**src/rtl/debounce_pkg.sv**
```systemverilog
// rtl/debounce_pkg.sv - shared debounce timing constants, state type and counter-width helper
// Purpose: default cycle counts at the 100 MHz system clock, the per-channel
//          press state, and the width rule used for every cycle counter.
// Ports:   none (package).
package debounce_pkg;

  localparam int DEBOUNCE_CYCLES_10MS    = 1_000_000;
  localparam int LONG_PRESS_CYCLES_500MS = 50_000_000;

  typedef enum logic [1:0] {
    ST_IDLE    = 2'd0,
    ST_PRESSED = 2'd1,
    ST_LONG    = 2'd2
  } chan_state_e;

  // Bits needed to hold 0..max_value; never narrower than one bit.
  function automatic int cnt_width(input int max_value);
    return (max_value < 1) ? 1 : $clog2(max_value + 1);
  endfunction

endpackage

```
**src/rtl/debounce_bank_if.sv**
```systemverilog
// rtl/debounce_bank_if.sv - button bank bundle: raw inputs and debounced levels/events
// Purpose: groups the per-channel raw inputs with the clean level and event pulses.
// Ports:   button (raw, to bank), clean / rise / fall / long_press (from bank).
//          master = board/consumer side, slave = debounce_bank.
interface debounce_bank_if #(
  parameter int CHANNELS = 4
);
  logic [CHANNELS-1:0] button;
  logic [CHANNELS-1:0] clean;
  logic [CHANNELS-1:0] rise;
  logic [CHANNELS-1:0] fall;
  logic [CHANNELS-1:0] long_press;

  modport master (output button, input clean, rise, fall, long_press);
  modport slave  (input button, output clean, rise, fall, long_press);
endinterface

```
**src/rtl/debounce_channel.sv**
```systemverilog
// rtl/debounce_channel.sv - one-bit synchroniser, debouncer and press classifier
// Purpose: synchronise one raw level, accept a new level only after it persists,
//          and report edge and long-press events as registered one-cycle pulses.
// Ports:   clock, reset_n (async, active-low); din (raw level, polarity corrected);
//          clean (debounced level), rise / fall (edge pulses), long_press (hold pulse).
module debounce_channel
  import debounce_pkg::*;
#(
  parameter int SYNC_STAGES       = 2,
  parameter int DEBOUNCE_CYCLES   = DEBOUNCE_CYCLES_10MS,
  parameter int LONG_PRESS_CYCLES = LONG_PRESS_CYCLES_500MS
) (
  input  logic clock,
  input  logic reset_n,
  input  logic din,
  output logic clean,
  output logic rise,
  output logic fall,
  output logic long_press
);

  localparam int DW = cnt_width(DEBOUNCE_CYCLES);
  localparam int HW = cnt_width(LONG_PRESS_CYCLES);
  localparam logic [DW-1:0] DCNT_LAST = DW'(DEBOUNCE_CYCLES - 1);
  localparam logic [HW-1:0] HCNT_MAX  = HW'(LONG_PRESS_CYCLES);

  logic [SYNC_STAGES-1:0] sync_q;
  logic                   s;
  chan_state_e            state_q, state_d;
  logic [DW-1:0]          dcnt_q, dcnt_d;
  logic [HW-1:0]          hcnt_q, hcnt_d;
  logic                   rise_d, fall_d, long_d;
  logic                   accept;

  assign s = sync_q[SYNC_STAGES-1];

  // State register: synchroniser, counters, press state and event pulses.
  always_ff @(posedge clock or negedge reset_n) begin
    if (!reset_n) begin
      sync_q     <= '0;
      state_q    <= ST_IDLE;
      dcnt_q     <= '0;
      hcnt_q     <= '0;
      rise       <= 1'b0;
      fall       <= 1'b0;
      long_press <= 1'b0;
    end else begin
      sync_q     <= {sync_q[SYNC_STAGES-2:0], din};
      state_q    <= state_d;
      dcnt_q     <= dcnt_d;
      hcnt_q     <= hcnt_d;
      rise       <= rise_d;
      fall       <= fall_d;
      long_press <= long_d;
    end
  end

  // Next-state logic. A debounced release wins over a long-press that would
  // complete on the same edge, so the press ends with fall and no long_press.
  always_comb begin
    state_d = state_q;
    dcnt_d  = '0;
    hcnt_d  = '0;
    rise_d  = 1'b0;
    fall_d  = 1'b0;
    long_d  = 1'b0;
    accept  = (s != clean) && (dcnt_q == DCNT_LAST);
    // Any cycle of agreement leaves dcnt_d at zero, discarding progress.
    if ((s != clean) && !accept) begin
      dcnt_d = dcnt_q + 1'b1;
    end
    unique case (state_q)
      ST_IDLE: begin
        if (accept) begin
          state_d = ST_PRESSED;
          rise_d  = 1'b1;
        end
      end
      ST_PRESSED: begin
        if (accept) begin
          state_d = ST_IDLE;
          fall_d  = 1'b1;
        end else begin
          hcnt_d = hcnt_q + 1'b1;
          if (hcnt_d == HCNT_MAX) begin
            state_d = ST_LONG;
            long_d  = 1'b1;
          end
        end
      end
      ST_LONG: begin
        if (accept) begin
          state_d = ST_IDLE;
          fall_d  = 1'b1;
        end else begin
          hcnt_d = hcnt_q;
        end
      end
      default: state_d = ST_IDLE;
    endcase
  end

  // Output logic: the debounced level is implied by the press state.
  always_comb begin
    clean = (state_q != ST_IDLE);
  end

endmodule

```
**src/rtl/debounce_bank.sv**
```systemverilog
// rtl/debounce_bank.sv - multi-channel button debouncer with edge and long-press events
// Purpose: applies per-channel polarity, then runs an independent debounce_channel
//          per input so simultaneous events on different channels coincide.
// Ports:   clock, reset_n (async, active-low);
//          bus (slave): button in, clean / rise / fall / long_press out.
module debounce_bank
  import debounce_pkg::*;
#(
  parameter int                  CHANNELS          = 4,
  parameter int                  SYNC_STAGES       = 2,
  parameter int                  DEBOUNCE_CYCLES   = DEBOUNCE_CYCLES_10MS,
  parameter int                  LONG_PRESS_CYCLES = LONG_PRESS_CYCLES_500MS,
  parameter logic [CHANNELS-1:0] ACTIVE_LOW        = '0
) (
  input  logic            clock,
  input  logic            reset_n,
  debounce_bank_if.slave  bus
);

  logic [CHANNELS-1:0] raw;
  logic [CHANNELS-1:0] clean;
  logic [CHANNELS-1:0] rise;
  logic [CHANNELS-1:0] fall;
  logic [CHANNELS-1:0] long_press;

  // Inversion happens before synchronisation so every channel sees 1 = pressed.
  assign raw = bus.button ^ ACTIVE_LOW;

  for (genvar i = 0; i < CHANNELS; i++) begin : g_channel
    debounce_channel #(
      .SYNC_STAGES      (SYNC_STAGES),
      .DEBOUNCE_CYCLES  (DEBOUNCE_CYCLES),
      .LONG_PRESS_CYCLES(LONG_PRESS_CYCLES)
    ) u_channel (
      .clock     (clock),
      .reset_n   (reset_n),
      .din       (raw[i]),
      .clean     (clean[i]),
      .rise      (rise[i]),
      .fall      (fall[i]),
      .long_press(long_press[i])
    );
  end

  assign bus.clean      = clean;
  assign bus.rise       = rise;
  assign bus.fall       = fall;
  assign bus.long_press = long_press;

endmodule

```
**src/flat_wrapper.sv**
```systemverilog
// flat-port wrapper written by rule: the top's interface ports become plain ports
module debounce_bank_flat import debounce_pkg::*;
#(
  parameter int                  CHANNELS          = 4,
  parameter int                  SYNC_STAGES       = 2,
  parameter int                  DEBOUNCE_CYCLES   = DEBOUNCE_CYCLES_10MS,
  parameter int                  LONG_PRESS_CYCLES = LONG_PRESS_CYCLES_500MS,
  parameter logic [CHANNELS-1:0] ACTIVE_LOW        = '0
)
  (clock, reset_n, bus_button, bus_clean, bus_rise, bus_fall, bus_long_press);
  debounce_bank_if #(.CHANNELS(CHANNELS)) bus_i ();
  input  logic clock;
  input  logic reset_n;
  input wire logic [$bits(bus_i.button)-1:0] bus_button;
  output wire logic [$bits(bus_i.clean)-1:0] bus_clean;
  output wire logic [$bits(bus_i.rise)-1:0] bus_rise;
  output wire logic [$bits(bus_i.fall)-1:0] bus_fall;
  output wire logic [$bits(bus_i.long_press)-1:0] bus_long_press;
  assign bus_i.button = bus_button;
  assign bus_clean = bus_i.clean;
  assign bus_rise = bus_i.rise;
  assign bus_fall = bus_i.fall;
  assign bus_long_press = bus_i.long_press;
  debounce_bank #(.CHANNELS(CHANNELS), .SYNC_STAGES(SYNC_STAGES), .DEBOUNCE_CYCLES(DEBOUNCE_CYCLES), .LONG_PRESS_CYCLES(LONG_PRESS_CYCLES), .ACTIVE_LOW(ACTIVE_LOW)) u_core (.clock(clock), .reset_n(reset_n), .bus(bus_i));
endmodule
```
**config.mk**
```make
export PLATFORM = sky130hd
export DESIGN_NAME = debounce_bank_flat
export DESIGN_NICKNAME = d
export VERILOG_FILES = /design/src/rtl/debounce_pkg.sv /design/src/rtl/debounce_bank_if.sv /design/src/rtl/debounce_channel.sv /design/src/rtl/debounce_bank.sv /design/src/flat_wrapper.sv
export SDC_FILE = /design/constraint.sdc
export NUM_CORES = 1
export LEC_CHECK = 0
export ABC_AREA = 1
export CAP_MARGIN = 10
export CORE_MARGIN = 3
export CORE_UTILIZATION = 40
export CTS_CLUSTER_SIZE = 25
export DETAILED_ROUTE_END_ITERATION = 6
export MAX_ROUTING_LAYER = met4
export PLACE_DENSITY = 0.61
export SLEW_MARGIN = 20
export SYNTH_ARGS = -nofsm -noshare
export SYNTH_HDL_FRONTEND = slang
export SYNTH_SLANG_ARGS = --single-unit
```
**constraint.sdc**
```tcl
create_clock -name clock -period 3.01 [get_ports clock]
set_input_delay 0.602 -clock clock [delete_from_list [all_inputs] [get_ports clock]]
set_output_delay 0.602 -clock clock [all_outputs]
set_load 0.005 [all_outputs]
```
==> metrics.csv, run 1 <==
metric,value,unit
"commonest non-fill, non-tap cells in the layout","500 x nand2_1, 223 x nor2_1, 217 x inv_1",
HP Class,input pin to async pin,
r2r endpoint,u_core.g_channel[1].u_channel.hcnt_q[0],
syn avg cell area,7.25,µm²
fillers,2939,
vias,10600,
proportion of layout cells with a drive suffix above 1,0.0652,
Tcrit/Tclk final,0.873,
RR Startpoint,u_core.g_channel[1].u_channel.dcnt_q[0],
clock skew,0.0133,ns
Worst-Margin Slew,0.645,ns
P&R area growth vs syn,13.0,%
Async SR Flop Fraction,1.00,
first-pass GRT wire length,48.1,mm
RSZ-0062 raised after global routing,false,
"Slew Viols, Final",0,
GP Congestion,0.882,
TritonRoute pass-1 iters,6,
row cnt,63,
final worst slack,0.382,ns
maximum VDD drop,0.388,mV
Port-buffer cells,21,
Post-CTS Hold Fix Bufs,0,
Setup crit start kind,flop,
Clock Pin Slew Worst Setup and Hold Paths,0.06,ns
Core Region,29900,µm²
initial antenna violation count,0,
Die H,181,µm
"EDFF count, synth",0,
Inserted Clock Buffers,27,
Post-Layout Cell Count,2123,
Cell Pwr Density,473,nW/µm²
worst-case clock buffer depth,3,
status,completed,
reg-to-reg setup timing slack,0.38,ns
Worst EP required,3.45,ns
post-CTS setup buffers,0,
WL/cell,13.0,µm
DP HPWL,19.5,mm
"Design Area, Final",13800,µm²
DRT antenna net count,0,
global router's overall resource usage,0.175,
Hold Worst Slack,0.0684,ns
Netlist cell types,39,
Placed Area,12800,µm²
max_slew headroom,0.570,
syn_nets,1711,
total routed wirelength,27.5,mm
fin crit period,2.63,ns
CTS sink count,212,
htree depth,1,
"Seq/Total Area, Yosys",0.434,
I/O pin count,22,
final total power,6.54,mW
# DRC,0,
Clock Latency Late Sink,0.54,ns
vias per cell,4.97,
Post-Syn Area,12200,µm²
final core utilization,0.462,
CP endpoint kind,flop,
CTS tree,built,
Final Hold Vio Count,0,
Layout Nets,1738,
drt initial violations,722,
Crit Path Max Fanout,13,
Die Wd,181,µm
largest net degree at the start of global routing,74,
GRT Residual Overflow,0,
dominant synthesized flop cell,dfrtp_1,
Max Clock Freq,381,MHz
Cells after DPL,2073,
CTS Root Cell,clkbuf_16,
maxcap violations,0,
Diodes inserted,0,
P_leak,5.82,nW
R2R depth,10,
dpl ws,0.115,ns
total die area,32700,µm²
WP data arrival,3.07,ns
number of synthesized register bits,212,
Setup CP Type,flop to flop,
TNS Setup,0,ns
Yosys warning count,0,
"commonest non-fill, non-tap cell in the layout",nand2_1,
number of global-route vias before repair,10300,
Cells after Synth,1685,
Initial Util,0.409,
Final setup viols,0,
[worst max-delay path, cell delays in order (launching register included)]
cell and delay, ns:
dfrtp_1 0.40, ha_1 0.23, nand3_1 0.13, nor2_1 0.05
nand2_1 0.21, nor4_4 0.09, nand2_1 0.12, nand2_1 0.11
nor2_2 0.51, inv_1 0.41, o21ai_0 0.26
[flip-flops by register name, indices dropped and copies added, names as in the netlist]
signal                                 flops
u_core.g_channel.u_channel.state_q         8
u_core.g_channel.u_channel.sync_q          8
u_core.g_channel.u_channel.fall            4
u_core.g_channel.u_channel.hcnt_q        104
u_core.g_channel.u_channel.dcnt_q         80
u_core.g_channel.u_channel.long_press      4
u_core.g_channel.u_channel.rise            4
[synth_stat cells, types with 11 or more instances]
library cell    n  area [µm²]
nor2_4         12         135
nor2_1        225         845
buf_2          11        55.1
inv_1         217         815
a21oi_1        38         190
buf_4          19         143
o21ai_0        93         465
o22ai_1        39         244
nor2_2         17         106
nand2_1       500        1880
nand4_1        37         231
ha_1           20         250
dfrtp_1       212        5310
nor3_1         37         185
nand3_1        98         490
xor2_1         35         307
[kinds of logic (layout without fill, tap and decap cells)]
logic type,after synthesis,count (layout),synth area share
buf+inv,255,303,0.0860
fa+ha+maj,20,20,0.0205
xor+xnor,42,42,0.0301
compound gates,189,189,0.0846
flops,212,212,0.434
simple gates,967,967,0.345
[worst max-delay path by stage]
stage	start	end	depth (start not counted)
floorplan	u_core.g_channel[3].u_channel.dcnt_q[0]	u_core.g_channel[3].u_channel.hcnt_q[10]	13
global placement	u_core.g_channel[0].u_channel.dcnt_q[0]	u_core.g_channel[0].u_channel.hcnt_q[0]	9
detailed placement	u_core.g_channel[1].u_channel.dcnt_q[0]	u_core.g_channel[1].u_channel.hcnt_q[9]	10
CTS	u_core.g_channel[1].u_channel.dcnt_q[0]	u_core.g_channel[1].u_channel.hcnt_q[9]	10
global route	u_core.g_channel[1].u_channel.dcnt_q[0]	u_core.g_channel[1].u_channel.hcnt_q[9]	10
finish	u_core.g_channel[1].u_channel.dcnt_q[0]	u_core.g_channel[1].u_channel.hcnt_q[0]	10
[final cells by class]
type,count,area (µm²),area share
Multi-Input combinational cell,1218,5870,0.425
Sequential cell,212,5310,0.384
Inverter,220,826,0.0598
Clock buffer,36,759,0.0550
Tap cell,390,488,0.0353
Timing Repair Buffer,33,330,0.0239
Clock inverter,14,230,0.0167
[metal layers]
| metal | up-vias | GRT usage | wire length (µm) |
|---|---|---|---|
| met2 | 150 | 0.280 | 12600 |
| met3 | 49 | 0.0248 | 928 |
| met4 | 0 | 0.0470 | 675 |
| li1 | 5443 | - | - |
| met5 | - | - | 0 |
| met1 | 4916 | 0.234 | 13300 |
[power breakdown]
part / internal (mW) / switching [mW] / leakage, nW
registers: 2.87 / 0.0123 / 2.93
clock network: 2.28 / 1.25 / 0.487
logic: 0.0299 / 0.0913 / 2.40
total: 5.18 / 1.35 / 5.82
[timing repair]
action / CTS / global route
endpoints found under the setup margin: 0 / 26
endpoints found under the hold margin: 0 / 0
gates resized for setup: 0 / 3
(Power assumes the default switching activity.)
==> run 2, diff against run 1 <==
--- a/config.mk
+++ b/config.mk
@@ -9,10 +9,12 @@
 export CAP_MARGIN = 10
 export CORE_MARGIN = 3
 export CORE_UTILIZATION = 40
+export CTS_CLUSTER_DIAMETER = 30
 export CTS_CLUSTER_SIZE = 25
 export DETAILED_ROUTE_END_ITERATION = 6
+export DONT_BUFFER_PORTS = 1
 export MAX_ROUTING_LAYER = met4
-export PLACE_DENSITY = 0.61
+export PLACE_DENSITY_LB_ADDON = 0.08
 export SLEW_MARGIN = 20
 export SYNTH_ARGS = -nofsm -noshare
 export SYNTH_HDL_FRONTEND = slang
==> metrics.csv, run 2 (synthesis results as in run 1) <==
metric,value,unit
Setup CP Type,flop to flop,
GP Congestion,0.822,
Die H,181,µm
Cell Pwr Density,655,nW/µm²
HP Class,input pin to async pin,
violated checks,hold timing,
met3 GRT Util,0.0401,
Layout Nets,1746,
Diodes inserted,0,
# DRC,0,
final worst slack,0.435,ns
"Design Area, Final",14700,µm²
most numerous cell on the critical path,nand2_1,
register area,5310,µm²
RSZ-0062 raised after global routing,false,
TritonRoute pass-1 iters,5,
maxcap violations,0,
number of global-route vias before repair,10600,
Core Region,29900,µm²
Die Wd,181,µm
vias per cell,4.92,
Clock Latency Late Sink,0.58,ns
Initial Util,0.409,
Setup crit start kind,flop,
"commonest non-fill, non-tap cells in the layout","500 x nand2_1, 223 x nor2_1, 217 x inv_1",
drt initial violations,502,
R2R depth,9,
Worst EP required,3.50,ns
maximum VDD drop,0.460,mV
Worst-Margin Slew,0.713,ns
proportion of layout cells with a drive suffix above 1,0.0950,
CTS Root Cell,clkbuf_16,
worst-case clock buffer depth,3,
vias,10600,
DP HPWL,19.8,mm
I/O pin count,22,
Max Clock Freq,388,MHz
CTS tree,built,
row cnt,63,
Final Hold Vio Count,212,
"commonest non-fill, non-tap cell in the layout",nand2_1,
Tcrit/Tclk final,0.856,
P_leak,6.29,nW
clock skew,0.0204,ns
CP endpoint kind,flop,
initial antenna violation count,0,
WP data arrival,3.06,ns
Clock Pin Slew Worst Setup and Hold Paths,0.05,ns
max reg flops,104,
multi-input logic area,5870,µm²
largest net degree at the start of global routing,213,
CTS sink count,212,
dpl ws,-0.0355,ns
htree depth,2,
Largest regs,"u_core.g_channel.u_channel.hcnt_q x104, u_core.g_channel.u_channel.dcnt_q x80",
M1 GR Usage,0.242,
"Slew Viols, Final",0,
final core utilization,0.493,
Largest Register,u_core.g_channel.u_channel.hcnt_q,
post-CTS setup buffers,0,
GRT Residual Overflow,0,
Port-buffer cells,0,
crit-path cells,"ha_1, nand3_1, nor2_1, nor4b_2, nand2_1, nand2_1, nor2_2, inv_1, o21ai_0",
slowest CP cell,nor2_2,
status,"complete, but fails checks",
Inserted Clock Buffers,58,
global router's overall resource usage,0.185,
Final setup viols,0,
DRT antenna net count,0,
WL/cell,13.3,µm
Crit Path Max Fanout,15,
fin crit period,2.58,ns
GRT Max-Usage Layer,met2,
Global Route met2 Usage,0.289,
Hold Worst Slack,-0.268,ns
total die area,32700,µm²
max_slew headroom,0.524,
P&R area growth vs syn,20.6,%
first-pass GRT wire length,50.1,mm
fillers,2940,
total routed wirelength,28.7,mm
Max stage delay on crit path,0.53,ns
Placed Area,12600,µm²
[run 2: power breakdown]
part           internal, mW  switching, mW  total (mW)
logic                0.0174         0.0347      0.0521
registers              2.88         0.0121        2.89
clock network          4.85           1.87        6.71
total                  7.74           1.91        9.65
[run 2: repair_timing]
| item | in CTS | in global routing |
|---|---|---|
| endpoints found under the hold margin | 212 | 212 |
| cloned | 0 | 0 |
| setup endpoints to repair | 3 | 22 |
| resized for setup | 1 | 2 |
[run 2: final cells by class]
type / count / share of cell area
Multi-Input combinational cell: 1218 / 0.398
Clock buffer: 75 / 0.112
Timing Repair Buffer: 10 / 0.00509
Clock inverter: 34 / 0.0357
Sequential cell: 212 / 0.360
Tap cell: 390 / 0.0331
Inverter: 220 / 0.0560
[run 2: layer usage]
layer / share of wire / vias to the layer above / routed length [µm]
li1: - / 5501 / -
met1: 0.48 / 4933 / 13800
met2: 0.46 / 135 / 13200
met3: 0.038 / 53 / 1100
met4: 0.022 / 0 / 639
met5: 0 / - / 0
[run 2: path summary, 6_finish.rpt]
path / to / from / slack, ns
max in group asynchronous: u_core.g_channel[2].u_channel.hcnt_q[22] / reset_n / 3.05
setup reg to reg: u_core.g_channel[0].u_channel.hcnt_q[7] / u_core.g_channel[0].u_channel.dcnt_q[0] / 0.43
min in group clock: u_core.g_channel[3].u_channel.sync_q[0] / bus_button[3] / 0.05
setup / recovery: u_core.g_channel[0].u_channel.hcnt_q[7] / u_core.g_channel[0].u_channel.dcnt_q[0] / 0.43
hold reg to reg: u_core.g_channel[1].u_channel.sync_q[1] / u_core.g_channel[1].u_channel.sync_q[0] / 0.35
hold / removal: u_core.g_channel[3].u_channel.hcnt_q[25] / reset_n / -0.27
[run 2: critical path, delay by kind of cell, from the launching register on]
family / cells / cell delay (ns)
buffers and inverters: 1 / 0.42
adders and majority gates: 1 / 0.23
and+or+nand+nor: 6 / 1.18
DFF: 1 / 0.39
AOI/OAI and AO/OA: 1 / 0.25
[run 2: per-stage QoR]
step                std cells  power (mW)  hold WS, ns  setup TNS (ns)
floorplan                1685        2.97        0.306               0
global placement         2050        2.98        0.313               0
detailed placement       2050        2.99        0.313         -0.0839
CTS                      2159        9.80       -0.310               0
global route             2159        9.97       -0.308               0
finish                   2159        9.65       -0.268               0
==> run 3, diff against run 2 <==
--- a/config.mk
+++ b/config.mk
@@ -9,6 +9,7 @@
 export CAP_MARGIN = 10
 export CORE_MARGIN = 3
 export CORE_UTILIZATION = 40
+export CTS_BUF_LIST = sky130_fd_sc_hd__clkbuf_16
 export CTS_CLUSTER_DIAMETER = 30
 export CTS_CLUSTER_SIZE = 25
 export DETAILED_ROUTE_END_ITERATION = 6
==> metrics.csv, run 3 (synthesis results as in run 1) <==
metric,value,unit
fin crit period,2.60,ns
maxcap violations,0,
total die area,32700,µm²
worst-case clock buffer depth,3,
total routed wirelength,28.7,mm
"Design Area, Final",14600,µm²
Diodes inserted,0,
vias,10600,
Final Hold Vio Count,212,
RR Startpoint,u_core.g_channel[0].u_channel.dcnt_q[0],
proportion of layout cells with a drive suffix above 1,0.0888,
"Slew Viols, Final",0,
Cells after DPL,2050,
vias per cell,4.92,
first-pass GRT wire length,50.1,mm
violated checks,hold timing,
GRT Residual Overflow,0,
P&R area growth vs syn,19.7,%
switch share,0.204,
Die Wd,181,µm
GP Congestion,0.822,
number of global-route vias before repair,10600,
final total power,9.35,mW
Setup crit start kind,flop,
Crit Path Max Fanout,15,
DRT antenna net count,0,
CTS sink count,212,
Largest regs,"u_core.g_channel.u_channel.hcnt_q x104, u_core.g_channel.u_channel.dcnt_q x80",
Internal,7.44,mW
initial antenna violation count,0,
Placed Area,12600,µm²
WL/cell,13.3,µm
Layout Nets,1746,
HP Class,input pin to async pin,
htree depth,2,
CTS tree,built,
TritonRoute pass-1 iters,5,
Port-buffer cells,0,
Die H,181,µm
# DRC,0,
global router's overall resource usage,0.185,
Post-Layout Cell Count,2159,
drt initial violations,490,
Initial Util,0.409,
CP endpoint kind,flop,
Worst-Margin Slew,0.713,ns
Final setup viols,0,
"commonest non-fill, non-tap cells in the layout","500 x nand2_1, 223 x nor2_1, 222 x inv_1",
Inserted Clock Buffers,58,
largest net degree at the start of global routing,213,
max reg flops,104,
R2R depth,9,
logic gate share of total power,0.006,
Worst setup startpoint,u_core.g_channel[0].u_channel.dcnt_q[0],
Core Region,29900,µm²
clock skew,0.0204,ns
NetSw,1.91,mW
fillers,2951,
DP HPWL,19.8,mm
CTS Root Cell,clkbuf_16,
P_leak,6.25,nW
Cell Pwr Density,639,nW/µm²
max_slew headroom,0.524,
Worst EP required,3.49,ns
I/O pin count,22,
"commonest non-fill, non-tap cell in the layout",nand2_1,
clock share of power,0.685,
row cnt,63,
register share of total power,0.309,
WP data arrival,3.09,ns
Max Clock Freq,384,MHz
maximum VDD drop,0.386,mV
Tcrit/Tclk final,0.865,
Hold Worst Slack,-0.265,ns
Setup CP Type,flop to flop,
post-CTS setup buffers,0,
Clock Latency Late Sink,0.58,ns
RSZ-0062 raised after global routing,false,
Clock Pin Slew Worst Setup and Hold Paths,0.05,ns
Largest Register,u_core.g_channel.u_channel.hcnt_q,
status,"complete, but fails checks",
[run 3: cell types whose count changed in the layout (fill, tap and decap cells not counted)]
cell	previous run	this run
clkbuf_1	5	0
clkinv_1	1	12
clkbuf_8	11	0
inv_1	217	222
[run 3: path summary, 6_finish.rpt]
| check | to | slack, ns |
|---|---|---|
| worst max-delay path | u_core.g_channel[0].u_channel.hcnt_q[7] | 0.41 |
| max in group asynchronous | u_core.g_channel[2].u_channel.hcnt_q[22] | 3.05 |
| worst min-delay path | u_core.g_channel[3].u_channel.hcnt_q[17] | -0.26 |
| worst min register to register | u_core.g_channel[1].u_channel.sync_q[1] | 0.35 |
| worst max register to register | u_core.g_channel[0].u_channel.hcnt_q[7] | 0.41 |
| min in group clock | u_core.g_channel[3].u_channel.sync_q[0] | 0.04 |
[run 3: layout make-up]
cell class,count,area (µm²),share of cell area
clock buffers,59,1480,0.101
clock inverters,50,586,0.0400
inverters,220,826,0.0564
multi-input cells,1218,5870,0.401
flip-flops and latches,212,5310,0.363
well taps,390,488,0.0334
repair buffers,10,75.1,0.00513
[run 3: worst max-delay path, stage by stage, from the launching register on]
cell and delay, ns:
dfrtp_1 0.39, ha_1 0.23, nand3_1 0.13, nor2_1 0.09
nor4b_2 0.19, nand2_1 0.12, nand2_1 0.12, nor2_2 0.54
inv_1 0.42, o21ai_0 0.25
[run 3: what timing repair did]
action	in CTS	in global routing
endpoints found under the setup margin	3	22
hold endpoints to repair	212	212
resized for setup	1	2
pin swaps	0	0
[run 3: metal layers]
layer,GRT usage,vias up,wire (µm)
li1,-,5497,-
met1,0.242,4920,13700
met2,0.289,152,13100
met3,0.0401,59,1180
met4,0.0602,0,657
met5,-,-,0
[run 3: through the flow]
| stage | setup slack [ns] | utilization | setup TNS (ns) |
|---|---|---|---|
| 2_1_floorplan | 1.14 | - | 0 |
| 3_3_place_gp | 0.113 | 0.420 | 0 |
| 3_5_place_dp | -0.0355 | 0.420 | -0.0839 |
| 4_1_cts | 0.00804 | 0.489 | 0 |
| 5_1_grt | 0.0936 | 0.490 | 0 |
| 6_report | 0.405 | 0.490 | 0 |
[run 3: power by group through the flow]
stage          Sequential (mW)  Combinational, mW  Clock, mW
5_1_grt                   2.89             0.0611       6.71
6_report                  2.89             0.0521       6.41
3_5_place_dp              2.93             0.0529          0
4_1_cts                   2.89             0.0534       6.55
2_1_floorplan             2.93             0.0391          0
3_3_place_gp              2.93             0.0531          0
==> variant (settings of run 1) <==
Reset style: synchronous (`reset_n`), changed in one clocked block. Comments in the files are not updated.
--- a/src/rtl/debounce_channel.sv
+++ b/src/rtl/debounce_channel.sv
@@ -35,7 +35,7 @@
   assign s = sync_q[SYNC_STAGES-1];
 
   // State register: synchroniser, counters, press state and event pulses.
-  always_ff @(posedge clock or negedge reset_n) begin
+  always_ff @(posedge clock) begin
     if (!reset_n) begin
       sync_q     <= '0;
       state_q    <= ST_IDLE;
Check against the original RTL: no difference found for any inputs over 10 cycles, from zero or initial values and one cycle with reset_n low; that may be too few to reach the edited logic, so the function may still have changed.
==> variant against run 1 <==
First-iteration DRC count rose by 9.4%. Synthesized area grew 0.78%. Hold slack improved by 0.34 ns. Power fell by 7.7%. Setup slack gained 0.20 ns. Sequential share of layout area fell by 7.4 points. Highest routed layer unchanged. Via count up 10%. Cell area fell by 0.84%. Critical path depth shrank 6. Routed wire length is 4.8% higher. Sequential cell count did not move. Count of clock-buffer cells in the layout decreased by 2.
==> variant: results (changes against run 1) <==
metric	value	unit	change
Seq/Total Area, Yosys	34.5	%	-9.0 points
largest vdd supply drop	396	uV	+2.1%
critical path data arrival time	1.83	ns	-1.24 ns
HPWL after detailed placement	21.3	mm	+9.0%
met2 usage	28.5	%	+0.42 points
Post-Route Skew	0.0189	ns	+0.00558 ns
ys flop type	dfxtp_1		
Post-CTS Setup Repair Bufs	0		unchanged
via count of the first global-routing pass	10700		+4.6%
Tot GR Track Use	17.7	%	+0.24 points
initial antenna violation count	0		unchanged
routed length on met3	1.29	mm	+39%
worst min path class	flop to flop		
share of final-layout standard cells stronger than drive strength 1	6.16	%	-0.36 points
Vias	11600		+10%
remaining global-route overflow	0		unchanged
count of fill cells added during filler insertion	3145		+7.0%
Slowest-stage cell, CP	clkdlybuf4s50_1		
number of distinct library cells after synthesis	47		+21%
GPL Wtd Cong	0.919		+4.2%
post-synthesis register bit count	212		unchanged
iteration-0 DRC count of the detailed router	790		+9.4%
share of synthesized flip-flops with an asynchronous set or reset	0	%	-100 points
routed len/inst	12.3	microns	-5.4%
met3 usage in global routing	2.12	%	-0.35 points
clock-pin slew on the worst setup and hold paths	0.06	ns	about the same
number of detailed-routing iterations run before antenna repair	5		-1
synth cell count leaders	nand2_1, nor2_1, inv_1		
Pint	4770	uW	-8.0%
worst setup slack before clock tree synthesis	0.659	ns	+0.545 ns
Slew HR	47.6	%	-9.4 points
CP Max Fanout	4		-9
leakage component of the power	0.00482	uW	-17%
number of buffers created by CTS	25		-7.4%
first-pass GRT wire length	49.9	mm	+3.8%
metal1 wirelength	14.2	mm	+6.6%
cells taking the most area after synthesis	dfxtp_1, nand2_1, nor2_1		
status	completed		
net count after synthesis	1964		+15%
cells resized by post-CTS repair	0		unchanged
DR WL met2	12.7	mm	+1.1%
largest net degree at the start of global routing	69		-6.8%
met1 track utilization from global routing	24.1	%	+0.70 points
antenna diode count	0		unchanged
[variant: cell types whose count changed after synthesis, moves of 10 or more]
| cell | run 1 | this run |
|---|---|---|
| dfrtp_1 | 212 | 0 |
| dfxtp_1 | 0 | 212 |
| a21oi_1 | 38 | 124 |
| nand2_1 | 500 | 574 |
| nor2_1 | 225 | 287 |
| o21ai_0 | 93 | 48 |
| o22ai_1 | 39 | 0 |
| a22oi_1 | 0 | 25 |
| clkbuf_1 | 3 | 27 |
| nand3_1 | 98 | 115 |
| nand3b_1 | 3 | 17 |
| nor4_1 | 3 | 13 |
[variant: layout make-up]
cell class	count	area [sq um]	share of cell area (%)
sequential	212	4240	31.0
timing repair buffer	32	288	2.10
clock buffer	34	719	5.25
clock inverter	11	150	1.10
multi-input combinational	1447	6950	50.8
inverter	227	852	6.22
tap	390	488	3.56
[variant: worst paths after layout]
path / startpoint / to / slack (ns) / depth (start not counted)
min reg2reg: u_core.g_channel[2].u_channel.sync_q[0] / u_core.g_channel[2].u_channel.sync_q[1] / 0.41 / 2
max reg2reg: u_core.g_channel[3].u_channel.dcnt_q[0] / u_core.g_channel[3].u_channel.hcnt_q[22] / 0.65 / 10
min: u_core.g_channel[2].u_channel.sync_q[0] / u_core.g_channel[2].u_channel.sync_q[1] / 0.41 / 2
max: u_core.g_channel[3].u_channel.state_q[0] / bus_clean[3] / 0.58 / 4
[variant: kinds of logic (layout without fill, tap and decap cells)]
| kind of cell | after synthesis | count (layout) | share of synthesized area [%] |
|---|---|---|---|
| XOR/XNOR | 39 | 39 | 2.83 |
| flip-flops | 212 | 212 | 34.5 |
| AO/OA/AOI/OAI | 222 | 222 | 9.94 |
| adder cells (fa/ha/maj) | 20 | 20 | 2.03 |
| buffers and inverters | 279 | 304 | 9.06 |
| AND/OR/NAND/NOR | 1166 | 1166 | 41.7 |
[variant: per-stage QoR]
| stage | total power [uW] | instances | area [sq um] |
|---|---|---|---|
| 2_1_floorplan | 2930 | 1938 | 12300 |
| 3_3_place_gp | 2950 | 2308 | 12800 |
| 3_5_place_dp | 2950 | 2308 | 12800 |
| 4_1_cts | 6130 | 2353 | 13700 |
| 5_1_grt | 6250 | 2353 | 13700 |
| 6_report | 6030 | 2353 | 13700 |
[variant: critical path, delay by kind of cell (launching register included)]
kind / cells / cell delay (ns)
adder cells (fa/ha/maj): 1 / 0.25
flip-flops: 1 / 0.35
buffers and inverters: 3 / 0.70
[variant: power groups by stage]
stage	logic, uW	registers, uW	clock network (uW)
after floorplan	48.2	2880	0
after global placement	73.2	2880	0
after detailed placement	73.8	2880	0
after CTS	74.0	2820	3240
after global routing	82.4	2820	3350
final	73.0	2820	3140
